==> src/rtl/pwm_fade_sequencer_pkg.sv <==
// Shared definitions for the PWM fade sequencer: default widths, the FSM
// state type and a helper that maps a zero step or interval to one.
package pwm_fade_sequencer_pkg;

  localparam int DUTY_W = 8;
  localparam int STEP_W = 4;
  localparam int IVL_W  = 16;

  typedef enum logic {
    IDLE = 1'b0,
    RAMP = 1'b1
  } fade_state_e;

  // A zero step or zero interval would stall a fade, so both read as one.
  function automatic int unsigned clampToOne(input int unsigned value);
    return (value == 0) ? 1 : value;
  endfunction

endpackage

==> src/rtl/pwm_fade_sequencer_if.sv <==
// Bundle between the SPI register bank (master) and the fade sequencer
// (slave): duty/fade configuration in, registered duty and status out.
interface pwm_fade_sequencer_if #(
  parameter int DUTY_W = pwm_fade_sequencer_pkg::DUTY_W,
  parameter int STEP_W = pwm_fade_sequencer_pkg::STEP_W,
  parameter int IVL_W  = pwm_fade_sequencer_pkg::IVL_W
) ();

  logic [DUTY_W-1:0] cfg_duty;
  logic              cfg_duty_wr;
  logic              fade_start;
  logic              fade_abort;
  logic [DUTY_W-1:0] fade_target;
  logic [STEP_W-1:0] fade_step;
  logic [IVL_W-1:0]  fade_interval;
  logic [DUTY_W-1:0] pwm_duty_cycle;
  logic              busy;
  logic              done;

  modport master (
    output cfg_duty, cfg_duty_wr, fade_start, fade_abort,
           fade_target, fade_step, fade_interval,
    input  pwm_duty_cycle, busy, done
  );

  modport slave (
    input  cfg_duty, cfg_duty_wr, fade_start, fade_abort,
           fade_target, fade_step, fade_interval,
    output pwm_duty_cycle, busy, done
  );

endinterface

==> src/rtl/pwm_fade_sequencer_tick_timer.sv <==
// Step-interval down-counter for the fade sequencer. A load sets the count;
// otherwise it counts down and rests at zero, where tick_o is asserted.
module fade_tick_timer #(
  parameter int IVL_W = pwm_fade_sequencer_pkg::IVL_W
) (
  input  logic             clk,
  input  logic             rst_n,
  input  logic             load_i,
  input  logic [IVL_W-1:0] load_val_i,
  output logic             tick_o
);

  logic [IVL_W-1:0] count_q;

  // Load takes precedence over counting; the counter never wraps below zero.
  always_ff @(posedge clk or negedge rst_n) begin
    if (!rst_n) begin
      count_q <= '0;
    end else if (load_i) begin
      count_q <= load_val_i;
    end else if (count_q != '0) begin
      count_q <= count_q - 1'b1;
    end
  end

  assign tick_o = (count_q == '0);

endmodule

==> src/rtl/pwm_fade_sequencer.sv <==
// Duty-cycle controller feeding pwm_peripheral. The duty is either written
// directly or ramped toward a target in fixed steps, one step per interval.
module pwm_fade_sequencer #(
  parameter int DUTY_W = pwm_fade_sequencer_pkg::DUTY_W,
  parameter int STEP_W = pwm_fade_sequencer_pkg::STEP_W,
  parameter int IVL_W  = pwm_fade_sequencer_pkg::IVL_W
) (
  input  logic                 clk,
  input  logic                 rst_n,
  pwm_fade_sequencer_if.slave  bus
);

  import pwm_fade_sequencer_pkg::*;

  localparam int GAP_W = DUTY_W + 1;

  fade_state_e       state_q;
  logic [DUTY_W-1:0] duty_q;
  logic [DUTY_W-1:0] target_q;
  logic [STEP_W-1:0] step_q;
  logic [IVL_W-1:0]  ivlm1_q;
  logic              dir_up_q;
  logic              busy_q;
  logic              done_q;

  logic [DUTY_W-1:0] duty_step_d;
  logic [GAP_W-1:0]  gap;
  logic [GAP_W-1:0]  step_ext;
  logic              accept_start;
  logic [IVL_W-1:0]  start_ivlm1;
  logic              tick;
  logic              timer_load;
  logic [IVL_W-1:0]  timer_load_val;

  // A start only counts in IDLE when neither abort nor a direct write claims the cycle.
  assign accept_start = (state_q == IDLE) && bus.fade_start &&
                        !bus.fade_abort && !bus.cfg_duty_wr;
  assign start_ivlm1  = IVL_W'(clampToOne(32'(bus.fade_interval)) - 1);

  // The timer is armed on start and re-armed after every step it triggers.
  assign timer_load     = accept_start || ((state_q == RAMP) && tick);
  assign timer_load_val = accept_start ? start_ivlm1 : ivlm1_q;

  fade_tick_timer #(.IVL_W(IVL_W)) u_timer (
    .clk        (clk),
    .rst_n      (rst_n),
    .load_i     (timer_load),
    .load_val_i (timer_load_val),
    .tick_o     (tick)
  );

  // Next duty after one step, computed one bit wider so it lands on the target instead of wrapping.
  always_comb begin
    step_ext    = GAP_W'(step_q);
    gap         = dir_up_q ? ({1'b0, target_q} - {1'b0, duty_q})
                           : ({1'b0, duty_q} - {1'b0, target_q});
    duty_step_d = duty_q;
    if (gap <= step_ext) begin
      duty_step_d = target_q;
    end else if (dir_up_q) begin
      duty_step_d = duty_q + DUTY_W'(step_q);
    end else begin
      duty_step_d = duty_q - DUTY_W'(step_q);
    end
  end

  // Fade FSM with registered duty/busy/done; abort beats a direct write, which beats a start.
  always_ff @(posedge clk or negedge rst_n) begin
    if (!rst_n) begin
      state_q  <= IDLE;
      duty_q   <= '0;
      target_q <= '0;
      step_q   <= '0;
      ivlm1_q  <= '0;
      dir_up_q <= 1'b0;
      busy_q   <= 1'b0;
      done_q   <= 1'b0;
    end else begin
      done_q <= 1'b0;
      case (state_q)
        IDLE: begin
          if (!bus.fade_abort) begin
            if (bus.cfg_duty_wr) begin
              duty_q <= bus.cfg_duty;
            end else if (bus.fade_start) begin
              target_q <= bus.fade_target;
              step_q   <= STEP_W'(clampToOne(32'(bus.fade_step)));
              ivlm1_q  <= start_ivlm1;
              dir_up_q <= (bus.fade_target > duty_q);
              if (bus.fade_target == duty_q) begin
                done_q <= 1'b1;
              end else begin
                state_q <= RAMP;
                busy_q  <= 1'b1;
              end
            end
          end
        end
        RAMP: begin
          if (bus.fade_abort) begin
            state_q <= IDLE;
            busy_q  <= 1'b0;
          end else if (bus.cfg_duty_wr) begin
            duty_q  <= bus.cfg_duty;
            state_q <= IDLE;
            busy_q  <= 1'b0;
          end else if (tick) begin
            duty_q <= duty_step_d;
            if (duty_step_d == target_q) begin
              done_q  <= 1'b1;
              busy_q  <= 1'b0;
              state_q <= IDLE;
            end
          end
        end
        default: begin
          state_q <= IDLE;
          busy_q  <= 1'b0;
        end
      endcase
    end
  end

  assign bus.pwm_duty_cycle = duty_q;
  assign bus.busy           = busy_q;
  assign bus.done           = done_q;

endmodule

==> src/flat_wrapper.sv <==
// flat-port wrapper written by rule: the top's interface ports become plain ports
module pwm_fade_sequencer_flat import pwm_fade_sequencer_pkg::*;
#(
  parameter int DUTY_W = pwm_fade_sequencer_pkg::DUTY_W,
  parameter int STEP_W = pwm_fade_sequencer_pkg::STEP_W,
  parameter int IVL_W  = pwm_fade_sequencer_pkg::IVL_W
)
  (clk, rst_n, bus_cfg_duty, bus_cfg_duty_wr, bus_fade_start, bus_fade_abort, bus_fade_target, bus_fade_step, bus_fade_interval, bus_pwm_duty_cycle, bus_busy, bus_done);
  pwm_fade_sequencer_if #(.DUTY_W(DUTY_W), .STEP_W(STEP_W), .IVL_W(IVL_W)) bus_i ();
  input  logic clk;
  input  logic rst_n;
  input wire logic [$bits(bus_i.cfg_duty)-1:0] bus_cfg_duty;
  input wire logic [$bits(bus_i.cfg_duty_wr)-1:0] bus_cfg_duty_wr;
  input wire logic [$bits(bus_i.fade_start)-1:0] bus_fade_start;
  input wire logic [$bits(bus_i.fade_abort)-1:0] bus_fade_abort;
  input wire logic [$bits(bus_i.fade_target)-1:0] bus_fade_target;
  input wire logic [$bits(bus_i.fade_step)-1:0] bus_fade_step;
  input wire logic [$bits(bus_i.fade_interval)-1:0] bus_fade_interval;
  output wire logic [$bits(bus_i.pwm_duty_cycle)-1:0] bus_pwm_duty_cycle;
  output wire logic [$bits(bus_i.busy)-1:0] bus_busy;
  output wire logic [$bits(bus_i.done)-1:0] bus_done;
  assign bus_i.cfg_duty = bus_cfg_duty;
  assign bus_i.cfg_duty_wr = bus_cfg_duty_wr;
  assign bus_i.fade_start = bus_fade_start;
  assign bus_i.fade_abort = bus_fade_abort;
  assign bus_i.fade_target = bus_fade_target;
  assign bus_i.fade_step = bus_fade_step;
  assign bus_i.fade_interval = bus_fade_interval;
  assign bus_pwm_duty_cycle = bus_i.pwm_duty_cycle;
  assign bus_busy = bus_i.busy;
  assign bus_done = bus_i.done;
  pwm_fade_sequencer #(.DUTY_W(DUTY_W), .STEP_W(STEP_W), .IVL_W(IVL_W)) u_core (.clk(clk), .rst_n(rst_n), .bus(bus_i));
endmodule
==> config.mk <==
export PLATFORM = sky130hd
export DESIGN_NAME = pwm_fade_sequencer_flat
export DESIGN_NICKNAME = d
export VERILOG_FILES = /design/src/rtl/pwm_fade_sequencer_pkg.sv /design/src/rtl/pwm_fade_sequencer_if.sv /design/src/rtl/pwm_fade_sequencer_tick_timer.sv /design/src/rtl/pwm_fade_sequencer.sv /design/src/flat_wrapper.sv
export SDC_FILE = /design/constraint.sdc
export NUM_CORES = 1
export LEC_CHECK = 0
export ABC_AREA = 1
export BUFFER_PORTS_ARGS = -buffer_cell sky130_fd_sc_hd__buf_2
export CAP_MARGIN = 30
export CORE_MARGIN = 3
export CORE_UTILIZATION = 35
export DETAILED_ROUTE_END_ITERATION = 10
export PLACE_DENSITY = 0.6
export SYNTH_ARGS = -nofsm -noshare
export SYNTH_HDL_FRONTEND = slang
export SYNTH_SLANG_ARGS = --single-unit
==> constraint.sdc <==
create_clock -name clk -period 4.19 [get_ports clk]
set_input_delay 0.419 -clock clk [delete_from_list [all_inputs] [get_ports clk]]
set_output_delay 0.419 -clock clk [all_outputs]
set_load 0.01 [all_outputs]
; After elaboration in Yosys (flattened, before gate mapping)
; Index checks and enable logic that the tools add are counted.
[op_classes]
n_addsub = 6
n_lt_le_gt_ge = 2
n_eq_ne = 11
muxes = 41
bitwise = 3
reduce_logical = 15
[op_table]
columns = op, n
row1 = 2-to-1 mux 16 bit, 4
row2 = 2-to-1 mux 8 bit, 7
row3 = logical NOT 16 bit, 2
row4 = "subtractor 16 x 1 -> 16 bit, second input constant", 2
row5 = 2-to-1 mux 1 bit, 24
row6 = subtractor 8 x 8 -> 9 bit, 2
row7 = == test 8 bit, 2
row8 = one-hot mux 8 bit (2 select lines), 1
row9 = nonzero test 16 bit, 1
row10 = "!= test 2 bit, second input constant", 6
row11 = less-or-equal comparator 9 x 4 -> 1 bit, 1
row12 = 2-to-1 mux 9 bit, 1
row13 = adder 8 x 4 -> 8 bit, 1
row14 = greater-than comparator 8 bit, 1
row15 = "!= test 4 bit, second input constant", 2
row16 = AND reduction 4 bit, 2
row17 = subtractor 8 x 4 -> 8 bit, 1
row18 = one-hot mux 1 bit (2 select lines), 3
row19 = AND reduction 6 bit, 1
row20 = logical AND 1 bit, 4
row21 = logical NOT 4 bit, 1
row22 = 2-to-1 mux 4 bit, 1
row23 = "!= test 3 bit, second input constant", 1
row24 = NOT 1 bit, 3
row25 = other kinds (3), 4
[totals]
register_bits = 56
inputBits = 41

; Depth between registers and ports, before layout
[logic_depth]
word_depth = 10
depth_mapped = 26

; Modules after synthesis
; From an unflattened synthesis, not the netlist that was laid out.
[hier_totals]
hier_cells = 709
hier_area_um2 = 4914.7
[by_module_without_submodules]
columns = mod, n_inst, cells_per_inst, area_each_um2, seq_area_each_um2
row1 = pwm_fade_sequencer, 1, 541, 3796.1, 1001.0
row2 = fade_tick_timer, 1, 168, 1118.6, 400.4

; Least setup slack after synthesis
; Ideal clock, no wire load.
[synth_path]
path_kind = flip-flop to flip-flop
from = register u_core.duty_q[0] (netlist: u_core.bus.pwm_duty_cycle[0])
to = register u_core.busy_q (netlist: u_core.bus.busy)
setup_time_ns = 0.121
t_arrival_ns = 2.877
required_time_ns = 4.069
path_slack_ns = 1.192
path_stages_with_launch = 26
synth_period_minus_slack_ns = 2.998
path_cell_list = dfrtp_1 inv_1 ha_1 fa_1 inv_1 o21ai_0 xor2_1 inv_1 ha_1 nand2_1 inv_1 nand2_1 nand2_1 nand2_1 nand2_1 nor2_1 nand2_1 nor2_2 nand3_2 buf_4 nand3b_1 nand3_1 nor2_1 nand4_1 nand2_1 a21oi_1
[synth_between]
elab_chain_len = 7
[synth_rtl]
columns = item, line
row1 = "start, declared", pwm_fade_sequencer.sv:18  ; logic [DUTY_W-1:0] duty_q;
row2 = "start signal, assigned", pwm_fade_sequencer.sv:84  ; duty_q <= bus.cfg_duty;
row3 = "start signal, assigned", pwm_fade_sequencer.sv:104  ; duty_q <= bus.cfg_duty;
row4 = "start signal, assigned", pwm_fade_sequencer.sv:108  ; duty_q <= duty_step_d;
row5 = "subtractor 8 x 8 -> 9 bit, on equally long branches", "pwm_fade_sequencer.sv:56, pwm_fade_sequencer.sv:55"
row6 = 2-to-1 mux 9 bit, pwm_fade_sequencer.sv:55  ; gap = dir_up_q ? ({1'b0, target_q} - {1'b0, duty_q})
row7 = less-or-equal comparator 9 x 4 -> 1 bit, pwm_fade_sequencer.sv:58  ; if (gap <= step_ext) begin
row8 = 2-to-1 mux 8 bit, pwm_fade_sequencer.sv:58
row9 = == test 8 bit, pwm_fade_sequencer.sv:109  ; if (duty_step_d == target_q) begin
row10 = != test 4 bit (no source line), --
row11 = AND reduction 6 bit (no source line) (*), --
row12 = "end signal, assigned", pwm_fade_sequencer.sv:106  ; busy_q <= 1'b0;
row13 = "end signal, assigned", pwm_fade_sequencer.sv:111  ; busy_q <= 1'b0;
row14 = "end signal, assigned", pwm_fade_sequencer.sv:118  ; busy_q <= 1'b0;
row15 = "end, declared", pwm_fade_sequencer.sv:23  ; logic busy_q;
; Every way passes the cells marked *; elsewhere a longest branch is shown, timed or not.
; A chain may end at the register's enable or synchronous reset.

; Worst setup path in the final report
[layout_path]
from = register u_core.duty_q[0] (netlist: u_core.bus.pwm_duty_cycle[0])
to = register u_core.done_q (netlist: u_core.bus.done)
[layout_between]
elab_chain_len = 10
[layout_rtl]
columns = item, line
row1 = "subtractor 8 x 8 -> 9 bit, on equally long branches", "pwm_fade_sequencer.sv:56, pwm_fade_sequencer.sv:55"
row2 = 2-to-1 mux 9 bit, pwm_fade_sequencer.sv:55
row3 = less-or-equal comparator 9 x 4 -> 1 bit, pwm_fade_sequencer.sv:58
row4 = 2-to-1 mux 8 bit, pwm_fade_sequencer.sv:58
row5 = == test 8 bit, pwm_fade_sequencer.sv:109
row6 = 2-to-1 mux 1 bit, pwm_fade_sequencer.sv:109
row7 = 2-to-1 mux 1 bit, pwm_fade_sequencer.sv:107  ; end else if (tick) begin
row8 = 2-to-1 mux 1 bit, pwm_fade_sequencer.sv:103  ; end else if (bus.cfg_duty_wr) begin
row9 = 2-to-1 mux 1 bit, pwm_fade_sequencer.sv:100  ; if (bus.fade_abort) begin
row10 = one-hot mux 1 bit (2 select lines) (*), pwm_fade_sequencer.sv:80  ; case (state_q)
row11 = "end signal, assigned", pwm_fade_sequencer.sv:77  ; done_q <= 1'b0;
row12 = "end signal, assigned", pwm_fade_sequencer.sv:79  ; done_q <= 1'b0;
row13 = "end signal, assigned", pwm_fade_sequencer.sv:110  ; done_q <= 1'b1;
row14 = "end, declared", pwm_fade_sequencer.sv:24  ; logic done_q;
; Marked as above.

==> metrics <==
status=complete, no violations; Syn-to-layout area delta=12.5%; Global Route Usage Sum=between 10% and 20%; die area=14400 um2; Worst Setup Start Kind=flop; clk buf depth=2; most common cell after layout, fill and taps aside=nand2_1; HPWL Detailed=9.97 mm; DRT antenna net count=0; share of cells above drive strength 1=between 10% and 20%; YS warnings=0; maxcap violations=0; crit-path max FO=31; Core Area=12700 um2; # port buffers=50; cell count after synthesis=644; Fin. Hold Viols=0; later-pin clock latency in the skew report=290 ps; crit path capture type=flop; FP Rows=41; Synth Net Count=730; Yosys reg bits=56; peak supply drop=208 uV; number of synthesized flops with an enable pin=0; top sig layer=met4; pin count of the biggest net entering global routing=57; vias in the first global route=~4300; dpl cells=855; Via density=4.94; post-cts gate resize count=0; Hold Buf Count CTS=0; first-pass detailed-route iteration total=7; endpoints failing setup=0; overall routed net length=12.3 mm; Clock transition at path regs=70 ps; Leak Pwr=2.62 nW; met1 wire length=between 5 and 6 mm; post-synthesis sequential area ratio=approximately 30%; Design Power=2.58 mW; Crit Path Class=reg2reg; Final period util=a little over four fifths; top cell type's share of synthesized area=30.8%; Final Net Count=776; Starting Density=35.9%; Die Span X=120 um; synth top area cells=dfrtp_1, nand2_1, ha_1; cell area after synthesis=approximately 4600 um2; cts bufs inserted=5; fmax=0.285 GHz; Die Y=120 um; hold crit path type=in2async; setup bufs post-CTS=0; CTS tree=done; first-pass GRT wire length=around 20 mm; actual transition at the worst max-transition pin=just over 900 ps; CTS root buf=clkbuf_16; number of H-tree levels=2; routed vias=roughly 4300; Post-route DRC=0; met3 WL=approximately 420 um; dominant cell type by area after synthesis=dfrtp_1; WL per Instance=14.3 um; fin cells=around 860; DRT iter0 DRCs=just under 200; I/O pins=around 50; Synth Flop Type=dfrtp_1; final core occ=40.4%; RD Place Congestion=0.899; WP data required=4420 ps; PD cells=504 nW/um2; Avg Inst Size Synth=7.07 um2; total gr overflow=0; Fin Setup TNS=0 ps; CP arrival=between 3000 and 4000 ps; Diodes inserted=0; asr flop ratio synth=100%; commonest cells after routing, fill and taps aside=nand2_1, inv_1, nor2_1, dfrtp_1, buf_2; Worst Clk Skew=between 8 and 9 ps; Slew HR=38.7%; Synth cell types=40; RSZ-0062 raised after global routing=false; Slew Limit Fails=0; Final min period=3510 ps; antenna violations before repair=0; met2 WL=just over 6 mm; clock net sink count=56
[worst max-delay path, cell delays in order (launching register included)]
cell and delay, ps:
dfrtp_1 460, inv_1 110, ha_1 230, fa_1 380
inv_1 90, o21ai_0 90, xor2_1 140, inv_1 50
ha_1 270, nand2_1 60, inv_1 50, nand2_1 50
nand2_1 40, nand2_1 50, nand2_1 50, nor2_1 90
nand2_1 70, nor2_2 120, nand3_4 290, nand3_1 240
nand4_1 100, nor3_1 220, nand4_1 110, nand2_1 90
[cell families after synthesis]
| logic type | count (synthesis) | share of synthesized area (%) |
|---|---|---|
| AND/OR/NAND/NOR | 294 | 27.6 |
| AO/OA/AOI/OAI | 112 | 14.2 |
| buffers and inverters | 112 | 9.81 |
| flip-flops | 56 | 30.8 |
| adder cells (fa/ha/maj) | 45 | 12.9 |
| XOR/XNOR | 24 | 4.62 |
| multiplexers | 1 | 0.220 |
[stage by stage]
step                      hold slack [ps]  cell area (um2)  setup slack [ps]
after floorplan                       123             4550              1190
after global placement                439             4970               560
after detailed placement              440             4970               445
after CTS                             301             5120               435
after global routing                  317             5120               275
final                                 253             5120               679
[metal layers]
metal | vias to the layer above | global-route usage [%]
li1 | 2195 | -
met1 | 1952 | 22.1
met2 | 96 | 30.8
met3 | 18 | 2.21
met4 | 0 | 5.23
met5 | - | 0
[cell usage after synthesis (all sizes together), types with 5 or more instances]
master and number:
a211oi 5, a21oi 30, a31oi 7, buf 7, clkbuf 9, dfrtp 56
ha 42, inv 96, nand2 148, nand3 46, nand3b 5, nand4 7
nor2 74, nor3 6, nor4 5, o211ai 6, o21ai 48, o22ai 6
xnor2 8, xor2 16
[sequential cells by signal, indices dropped and copies added (netlist names)]
name                       cells
u_core.bus.busy                1
u_core.bus.done                1
u_core.bus.pwm_duty_cycle      8
u_core.dir_up_q                1
u_core.ivlm1_q                16
u_core.state_q                 1
u_core.step_q                  4
u_core.target_q                8
u_core.u_timer.count_q        16
[worst paths after layout]
path	startpoint	slack, ps	endpoint	cells after the start
worst max-delay path	u_core.bus.pwm_duty_cycle[0]$_DFFE_PN0P_	680	u_core.bus.done$_DFF_PN0_	23
min in group clk	bus_fade_target[5]	370	u_core.target_q[5]$_DFFE_PN0P_	3
worst min-delay path	rst_n	250	u_core.ivlm1_q[13]$_DFFE_PN0P_	2
max in group asynchronous	rst_n	3440	u_core.u_timer.count_q[3]$_DFFE_PN0P_	2
worst min register to register	u_core.state_q$_DFF_PN0_	450	u_core.bus.busy$_DFFE_PN0P_	1
worst max register to register	u_core.bus.pwm_duty_cycle[0]$_DFFE_PN0P_	680	u_core.bus.done$_DFF_PN0_	23
[cell type report]
cell class	count	area (um2)
clock buffer	8	146
fill	1345	7550
inverter	96	360
multi-input combinational	476	2710
sequential	56	1400
tap	172	215
timing repair buffer	55	288
[where the power goes]
part / internal, mW / total [mW] / leakage, nW / switching, mW
clock: 0.239 / 0.427 / 0.0712 / 0.188
combinational: 0.527 / 1.37 / 1.88 / 0.839
sequential: 0.668 / 0.790 / 0.672 / 0.122
total: 1.43 / 2.58 / 2.62 / 1.15
No activity file was read; power rests on OpenSTA's default activity.
